File: config.mk
export PLATFORM = sky130hd
export DESIGN_NAME = hazard_ctrl
export DESIGN_NICKNAME = d
export VERILOG_FILES = /design/src/rtl/hazard_ctrl.sv
export SDC_FILE = /design/constraint.sdc
export NUM_CORES = 1
export LEC_CHECK = 0
export CAP_MARGIN = 20
export CORE_UTILIZATION = 30
export DETAILED_ROUTE_END_ITERATION = 10
export PLACE_DENSITY_LB_ADDON = 0.3
export SYNTH_ARGS = -nofsm -noshare
export SYNTH_HDL_FRONTEND = slang
export SYNTH_SLANG_ARGS = --single-unit
File: constraint.sdc
create_clock -name clk -period 2.73 [get_ports clk]
set_clock_uncertainty 0.15 [all_clocks]
set_input_delay 0.273 -clock clk [delete_from_list [all_inputs] [get_ports clk]]
set_output_delay 0.273 -clock clk [all_outputs]
set_load 0.01 [all_outputs]
File: src/rtl/hazard_ctrl.sv
// Pipeline hazard controller: shadows E/M/W occupancy to drive forwarding selects,
// load-use / RAW interlocks, multi-cycle execute stalls and branch flushes.
module hazard_ctrl #(
    parameter int REG_AW  = 5,
    parameter int MUL_LAT = 4,
    parameter int FWD_EN  = 1,
    parameter int CNT_W   = 16
) (
    input  logic              clk,
    input  logic              reset,
    input  logic [REG_AW-1:0] Rs1D,
    input  logic [REG_AW-1:0] Rs2D,
    input  logic [REG_AW-1:0] RdD,
    input  logic              UseRs1D,
    input  logic              UseRs2D,
    input  logic              RegWriteD,
    input  logic [1:0]        ResultSrcD,
    input  logic              MulD,
    input  logic              PCSrcE,
    output logic              stallF,
    output logic              stallD,
    output logic              stallE,
    output logic              flushD,
    output logic              flushE,
    output logic [1:0]        forwardAE,
    output logic [1:0]        forwardBE,
    output logic              busyE,
    output logic [CNT_W-1:0]  stall_count
);

    localparam logic [3:0] MUL_INIT = 4'(MUL_LAT - 1);

    logic              r_eValid, r_eRegWrite, r_eMul;
    logic [REG_AW-1:0] r_eRd, r_eRs1, r_eRs2;
    logic [1:0]        r_eResultSrc;
    logic              r_mValid, r_mRegWrite;
    logic [REG_AW-1:0] r_mRd;
    logic              r_wValid, r_wRegWrite;
    logic [REG_AW-1:0] r_wRd;
    logic [3:0]        r_mulCnt;
    logic [CNT_W-1:0]  r_stallCount;

    logic w_busy, w_eHitsD, w_mHitsD, w_wHitsD;
    logic w_lwStall, w_rawStall, w_hazard, w_branch, w_eBubble;

    // A stage only counts as writing r when it is live and r is not x0.
    function automatic logic writes(input logic v, input logic we,
                                    input logic [REG_AW-1:0] rd,
                                    input logic [REG_AW-1:0] r);
        return v && we && (rd == r) && (r != '0);
    endfunction

    assign w_busy   = r_eValid && r_eMul && (r_mulCnt != 4'd0);
    assign w_eHitsD = (UseRs1D && writes(r_eValid, r_eRegWrite, r_eRd, Rs1D)) ||
                      (UseRs2D && writes(r_eValid, r_eRegWrite, r_eRd, Rs2D));
    assign w_mHitsD = (UseRs1D && writes(r_mValid, r_mRegWrite, r_mRd, Rs1D)) ||
                      (UseRs2D && writes(r_mValid, r_mRegWrite, r_mRd, Rs2D));
    assign w_wHitsD = (UseRs1D && writes(r_wValid, r_wRegWrite, r_wRd, Rs1D)) ||
                      (UseRs2D && writes(r_wValid, r_wRegWrite, r_wRd, Rs2D));

    assign w_lwStall  = (FWD_EN != 0) && (r_eResultSrc == 2'b01) && w_eHitsD;
    assign w_rawStall = (FWD_EN == 0) && (w_eHitsD || w_mHitsD || w_wHitsD);
    assign w_hazard   = w_lwStall || w_rawStall;
    // Branch gating on reset keeps flushes quiet while the block is held in reset.
    assign w_branch   = reset && PCSrcE && !w_busy;

    assign busyE  = w_busy;
    assign stallE = w_busy;
    assign stallF = w_busy || (w_hazard && !w_branch);
    assign stallD = stallF;
    assign flushD = w_branch;
    assign flushE = w_branch || (w_hazard && !w_busy);
    assign stall_count = r_stallCount;
    assign w_eBubble = flushE || stallD;

    always_comb begin
        forwardAE = 2'b00;
        forwardBE = 2'b00;
        if (FWD_EN != 0) begin
            if (writes(r_mValid, r_mRegWrite, r_mRd, r_eRs1))      forwardAE = 2'b10;
            else if (writes(r_wValid, r_wRegWrite, r_wRd, r_eRs1)) forwardAE = 2'b01;
            if (writes(r_mValid, r_mRegWrite, r_mRd, r_eRs2))      forwardBE = 2'b10;
            else if (writes(r_wValid, r_wRegWrite, r_wRd, r_eRs2)) forwardBE = 2'b01;
        end
    end

    always_ff @(posedge clk or negedge reset) begin
        if (!reset) begin
            r_eValid     <= 1'b0;
            r_eRegWrite  <= 1'b0;
            r_eMul       <= 1'b0;
            r_eRd        <= '0;
            r_eRs1       <= '0;
            r_eRs2       <= '0;
            r_eResultSrc <= 2'b00;
            r_mValid     <= 1'b0;
            r_mRegWrite  <= 1'b0;
            r_mRd        <= '0;
            r_wValid     <= 1'b0;
            r_wRegWrite  <= 1'b0;
            r_wRd        <= '0;
            r_mulCnt     <= 4'd0;
            r_stallCount <= '0;
        end else begin
            if (!stallE) begin
                r_eValid     <= !w_eBubble;
                r_eRegWrite  <= RegWriteD;
                r_eMul       <= MulD;
                r_eRd        <= RdD;
                r_eRs1       <= Rs1D;
                r_eRs2       <= Rs2D;
                r_eResultSrc <= ResultSrcD;
                r_mulCnt     <= (MulD && !w_eBubble) ? MUL_INIT : 4'd0;
                r_mValid     <= r_eValid;
                r_mRegWrite  <= r_eRegWrite;
                r_mRd        <= r_eRd;
            end else begin
                // E is frozen on a multi-cycle op, so M sees bubbles meanwhile.
                r_mulCnt <= r_mulCnt - 4'd1;
                r_mValid <= 1'b0;
            end
            r_wValid    <= r_mValid;
            r_wRegWrite <= r_mRegWrite;
            r_wRd       <= r_mRd;
            if (stallF && (r_stallCount != '1))
                r_stallCount <= r_stallCount + CNT_W'(1);
        end
    end

endmodule

==> metrics.txt <==
# TYPE chip_impl_metric gauge
chip_impl_metric{name="power.leakage",unit="nW"} 1.585
chip_impl_info{name="violated_checks",value="design-rule violations"} 1
chip_impl_info{name="cts_root_buf",value="sky130_fd_sc_hd__clkbuf_8"} 1
chip_impl_metric{name="grt_pass1_wl",unit="µm"} 11340
chip_impl_metric{name="intPower",unit="mW"} 2.315
chip_impl_info{name="rsz_0062_raised_after_global_routing",value="no"} 1
chip_impl_info{name="timing.setup.critical_path_class",value="in -> out"} 1
chip_impl_metric{name="final_area",unit="mm²"} 0.003600
chip_impl_metric{name="vias",unit=""} 2244
chip_impl_metric{name="achievable-frequency",unit="GHz"} 0.3902
chip_impl_metric{name="clk_latency",unit="ns"} 0.31
chip_impl_info{name="post-synth-top-area-cell",value="sky130_fd_sc_hd__dfrtp_1"} 1
chip_impl_metric{name="avgViaCountPerCell",unit=""} 4.815
chip_impl_metric{name="final_antenna_net_count",unit=""} 0
chip_impl_metric{name="crit_cells",unit=""} 8
chip_impl_metric{name="total_clock_buffers_created_by_cts",unit=""} 5
chip_impl_metric{name="max_cap_viol_count",unit=""} 0
chip_impl_metric{name="critical_path_peak_fanout",unit=""} 3
chip_impl_metric{name="hpwlAfterDp",unit="µm"} 5049
chip_impl_metric{name="clock_path_buffers",unit=""} 2
chip_impl_metric{name="timing.critical_path.buf_inv",unit=""} 3
chip_impl_metric{name="power.share.sequential",unit=""} 0.391
chip_impl_metric{name="final_core_util",unit=""} 0.4088
chip_impl_metric{name="async_flop_share",unit=""} 1.000
chip_impl_metric{name="swShare",unit=""} 0.4181
chip_impl_metric{name="antenna_found_initial",unit=""} 0
chip_impl_metric{name="max_stage_delay",unit="ns"} 0.46
chip_impl_info{name="synth.top_cells.by_area",value="sky130_fd_sc_hd__dfrtp_1 49%, sky130_fd_sc_hd__nand2_1 11%, sky130_fd_sc_hd__xnor2_1 8.6%, sky130_fd_sc_hd__nand3_1 3.3%, sky130_fd_sc_hd__xor2_1 3.2%"} 1
chip_impl_metric{name="p_sw",unit="mW"} 1.663
chip_impl_metric{name="vias_in_the_first_global_route",unit=""} 2307
chip_impl_metric{name="clock_power_share",unit=""} 0.114
chip_impl_metric{name="cts_clk_pin_slew_worst_paths",unit="ns"} 0.10
chip_impl_info{name="cells_along_the_critical_path",value="clkdlybuf4s50_1 -> or2_2 -> o21ai_2 -> or4bb_1 -> a21oi_2 -> o21ai_1 -> inv_1 -> clkbuf_2"} 1
chip_impl_metric{name="post_route_cells_drive_above_1_share",unit=""} 0.1257
chip_impl_metric{name="yosysUniqueCellTypes",unit=""} 43
chip_impl_info{name="post_synth_most_frequent_cells",value="83 x sky130_fd_sc_hd__nand2_1, 54 x sky130_fd_sc_hd__dfrtp_1, 27 x sky130_fd_sc_hd__xnor2_1, 18 x sky130_fd_sc_hd__nand3_1, 10 x sky130_fd_sc_hd__xor2_1"} 1
chip_impl_metric{name="worstPathArrival",unit="ns"} 2.14
chip_impl_metric{name="final.period_utilization",unit=""} 0.9388
chip_impl_info{name="critPathTopFamily",value="simple AND/OR/NAND/NOR gates"} 1
chip_impl_metric{name="chipHeight",unit="µm"} 97.94
chip_impl_metric{name="gpl.final_weighted_congestion",unit=""} 0.8106
chip_impl_info{name="hp-class",value="in -> async"} 1
chip_impl_metric{name="drt_iter0_markers",unit=""} 140
chip_impl_metric{name="mappedNetlistArea",unit="mm²"} 0.002761
chip_impl_metric{name="power_frac_comb",unit=""} 0.495
chip_impl_metric{name="wl",unit="µm"} 6631
chip_impl_metric{name="power.total",unit="mW"} 3.978
chip_impl_metric{name="clock_tree.htree_level_count",unit=""} 2
chip_impl_metric{name="fin_max_slew_vios",unit=""} 0
chip_impl_metric{name="start_util",unit=""} 0.3136
chip_impl_metric{name="p_per_area",unit="mW/mm²"} 1105
chip_impl_info{name="tritoncts",value="done"} 1
chip_impl_metric{name="yosys_warnings",unit=""} 0
chip_impl_metric{name="mappedNetlistNets",unit=""} 318
chip_impl_metric{name="grt_start_max_net_pins",unit=""} 55
chip_impl_metric{name="finalSetupViolations",unit=""} 0
chip_impl_metric{name="top_level_port_count",unit=""} 50
chip_impl_metric{name="synth-edff-count",unit=""} 0
chip_impl_metric{name="design.core.area",unit="mm²"} 0.008806
chip_impl_metric{name="synthCells",unit=""} 291
chip_impl_metric{name="synth-seq-area-share",unit=""} 0.4894
chip_impl_metric{name="nNetsFinal",unit=""} 384
chip_impl_info{name="run_status",value="finished with violations"} 1
chip_impl_metric{name="vdd_ir_drop_max",unit="mV"} 0.3337
chip_impl_metric{name="average_cell_area_after_synthesis",unit="µm²"} 9.489
chip_impl_metric{name="synthToLayoutAreaGrowth",unit="%"} 30.36
chip_impl_metric{name="timing.hold.ws",unit="ns"} 0.03892
chip_impl_info{name="synth_most_common_cell",value="sky130_fd_sc_hd__nand2_1"} 1
chip_impl_metric{name="worstMarginPinSlew",unit="ns"} 0.6783
chip_impl_metric{name="placement_rows",unit=""} 34
chip_impl_metric{name="dr.pass1.iters",unit=""} 7
chip_impl_metric{name="timing.critical_path.required",unit="ns"} 2.31
chip_impl_metric{name="insertedDiodeCount",unit=""} 0
chip_impl_metric{name="placement.io_buffers",unit=""} 49
chip_impl_info{name="cpMaxStageDelayCell",value="sky130_fd_sc_hd__clkdlybuf4s50_1"} 1
chip_impl_info{name="setup.worst_path.start_class",value="input port"} 1
chip_impl_metric{name="fin_setup_tns",unit="ns"} 0
chip_impl_metric{name="overflow",unit=""} 0
chip_impl_metric{name="post_placement_cell_area",unit="mm²"} 0.003478
chip_impl_metric{name="die_w",unit="µm"} 97.94
chip_impl_metric{name="postSynthRegisterBits",unit=""} 54
chip_impl_metric{name="gr-usage-all-layers",unit=""} 0.1492
chip_impl_info{name="dominantRegCellSynth",value="sky130_fd_sc_hd__dfrtp_1"} 1
chip_impl_metric{name="worst_r2r_path_depth",unit=""} 8
chip_impl_metric{name="synth_top_cell_area_share",unit=""} 0.4894
chip_impl_metric{name="finalHoldViolCount",unit=""} 0
chip_impl_info{name="crit_path_end_kind",value="output port"} 1
chip_impl_metric{name="drt-wirelength-per-cell",unit="µm"} 14.23
chip_impl_metric{name="cts.sinks",unit=""} 54
chip_impl_metric{name="finalWorstPathRequiredPeriod",unit="ns"} 2.563
chip_impl_metric{name="worst_slew_margin_rel",unit=""} 0.5478
chip_impl_metric{name="post-route-drc-count",unit=""} 2
chip_impl_metric{name="floorplan.die_area",unit="mm²"} 0.009592
==> area by class of cell <==
type	count	area, µm²
flip-flops and latches	54	1354
inverters	6	22.52
repair buffers	69	638.1
clock inverters	3	21.27
fillers	897	5206
clock buffers	5	68.82
multi-input cells	221	1360
well taps	108	135.1
==> routing by layer <==
layer	GRT usage	vias to the layer above	part of all wire
met2	0.2340	48	0.46
met3	0.03078	8	0.050
met5	0	-	0
met1	0.2055	1069	0.47
li1	-	1119	-
met4	0.04895	0	0.017
==> stage by stage <==
step / cells / setup slack, ns
final: 466 / 0.1672
after global routing: 466 / 0.09077
after CTS: 466 / 0.01200
after detailed placement: 457 / -0.3504
after global placement: 457 / -0.3128
after floorplan: 291 / 0.5609
==> worst register-to-register path, cell delays in order, from the launching register on <==
cell,delay (ns)
sky130_fd_sc_hd__dfrtp_1,0.41
sky130_fd_sc_hd__xnor2_1,0.18
sky130_fd_sc_hd__nand2_1,0.09
sky130_fd_sc_hd__buf_4,0.14
sky130_fd_sc_hd__nor4_4,0.32
sky130_fd_sc_hd__a32oi_2,0.12
sky130_fd_sc_hd__buf_4,0.22
sky130_fd_sc_hd__a211oi_1,0.27
sky130_fd_sc_hd__mux2_2,0.36
==> flip-flops by register name (all words and copies together) (netlist names) <==
signal,flops
r_mRd,5
r_eRs2,5
r_eRd,5
r_mRegWrite,1
r_wValid,1
stall_count,16
r_eMul,1
r_wRegWrite,1
r_eResultSrc,2
r_eValid,1
r_mValid,1
r_eRs1,5
r_wRd,5
r_mulCnt,4
r_eRegWrite,1
==> worst paths after layout <==
kind,slack (ns),end,startpoint
max,0.17,flushE,Rs2D[4]
min,0.04,r_mulCnt[0],reset
max reg2reg,0.35,stall_count[11],r_eRd[1]
min reg2reg,0.27,r_wValid,r_mValid
max in group asynchronous,1.92,r_eRd[2],reset
min in group clk,0.13,r_eRs2[1],Rs2D[1]
==> layout by cell type, fill, tap and decap left out, types with 4 or more instances in the layout <==
master,instances
sky130_fd_sc_hd__nand3_1,18
sky130_fd_sc_hd__nor3_1,5
sky130_fd_sc_hd__inv_1,6
sky130_fd_sc_hd__dfrtp_1,52
sky130_fd_sc_hd__clkdlybuf4s50_1,41
sky130_fd_sc_hd__and3_1,4
sky130_fd_sc_hd__clkbuf_8,5
sky130_fd_sc_hd__nor2_1,9
sky130_fd_sc_hd__nand2_1,82
sky130_fd_sc_hd__nor4_1,4
sky130_fd_sc_hd__xor2_1,10
sky130_fd_sc_hd__xnor2_1,27
sky130_fd_sc_hd__buf_4,20
sky130_fd_sc_hd__nand4_1,5
sky130_fd_sc_hd__a21oi_1,7
sky130_fd_sc_hd__a2bb2oi_1,4
sky130_fd_sc_hd__dlymetal6s2s_1,4
==> power by group through the flow <==
stage                     Combinational [mW]  Sequential (mW)  Clock [mW]
after CTS                               2.01             1.55       0.463
final                                   1.97             1.55       0.452
after detailed placement                1.99             1.57           0
after floorplan                         1.24             1.51           0
after global placement                  1.95             1.57           0
after global routing                    2.21             1.61       0.499
==> what timing repair did <==
item	CTS	global route
pin swaps	2	1
endpoints found under the setup margin	5	3
gates resized for setup	7	10
buffers inserted	1	0
cloned	0	0
hold buffers	0	0
==> kinds of logic after synthesis <==
group                      synth area share
DFF                                  0.4894
adders and majority gates           0.01359
buffers and inverters               0.02492
xor gates and xnor gates             0.1174
and+or+nand+nor                      0.2528
AOI/OAI and AO/OA                   0.08971
muxes                               0.01223
No activity file was read; power rests on OpenSTA's default activity.
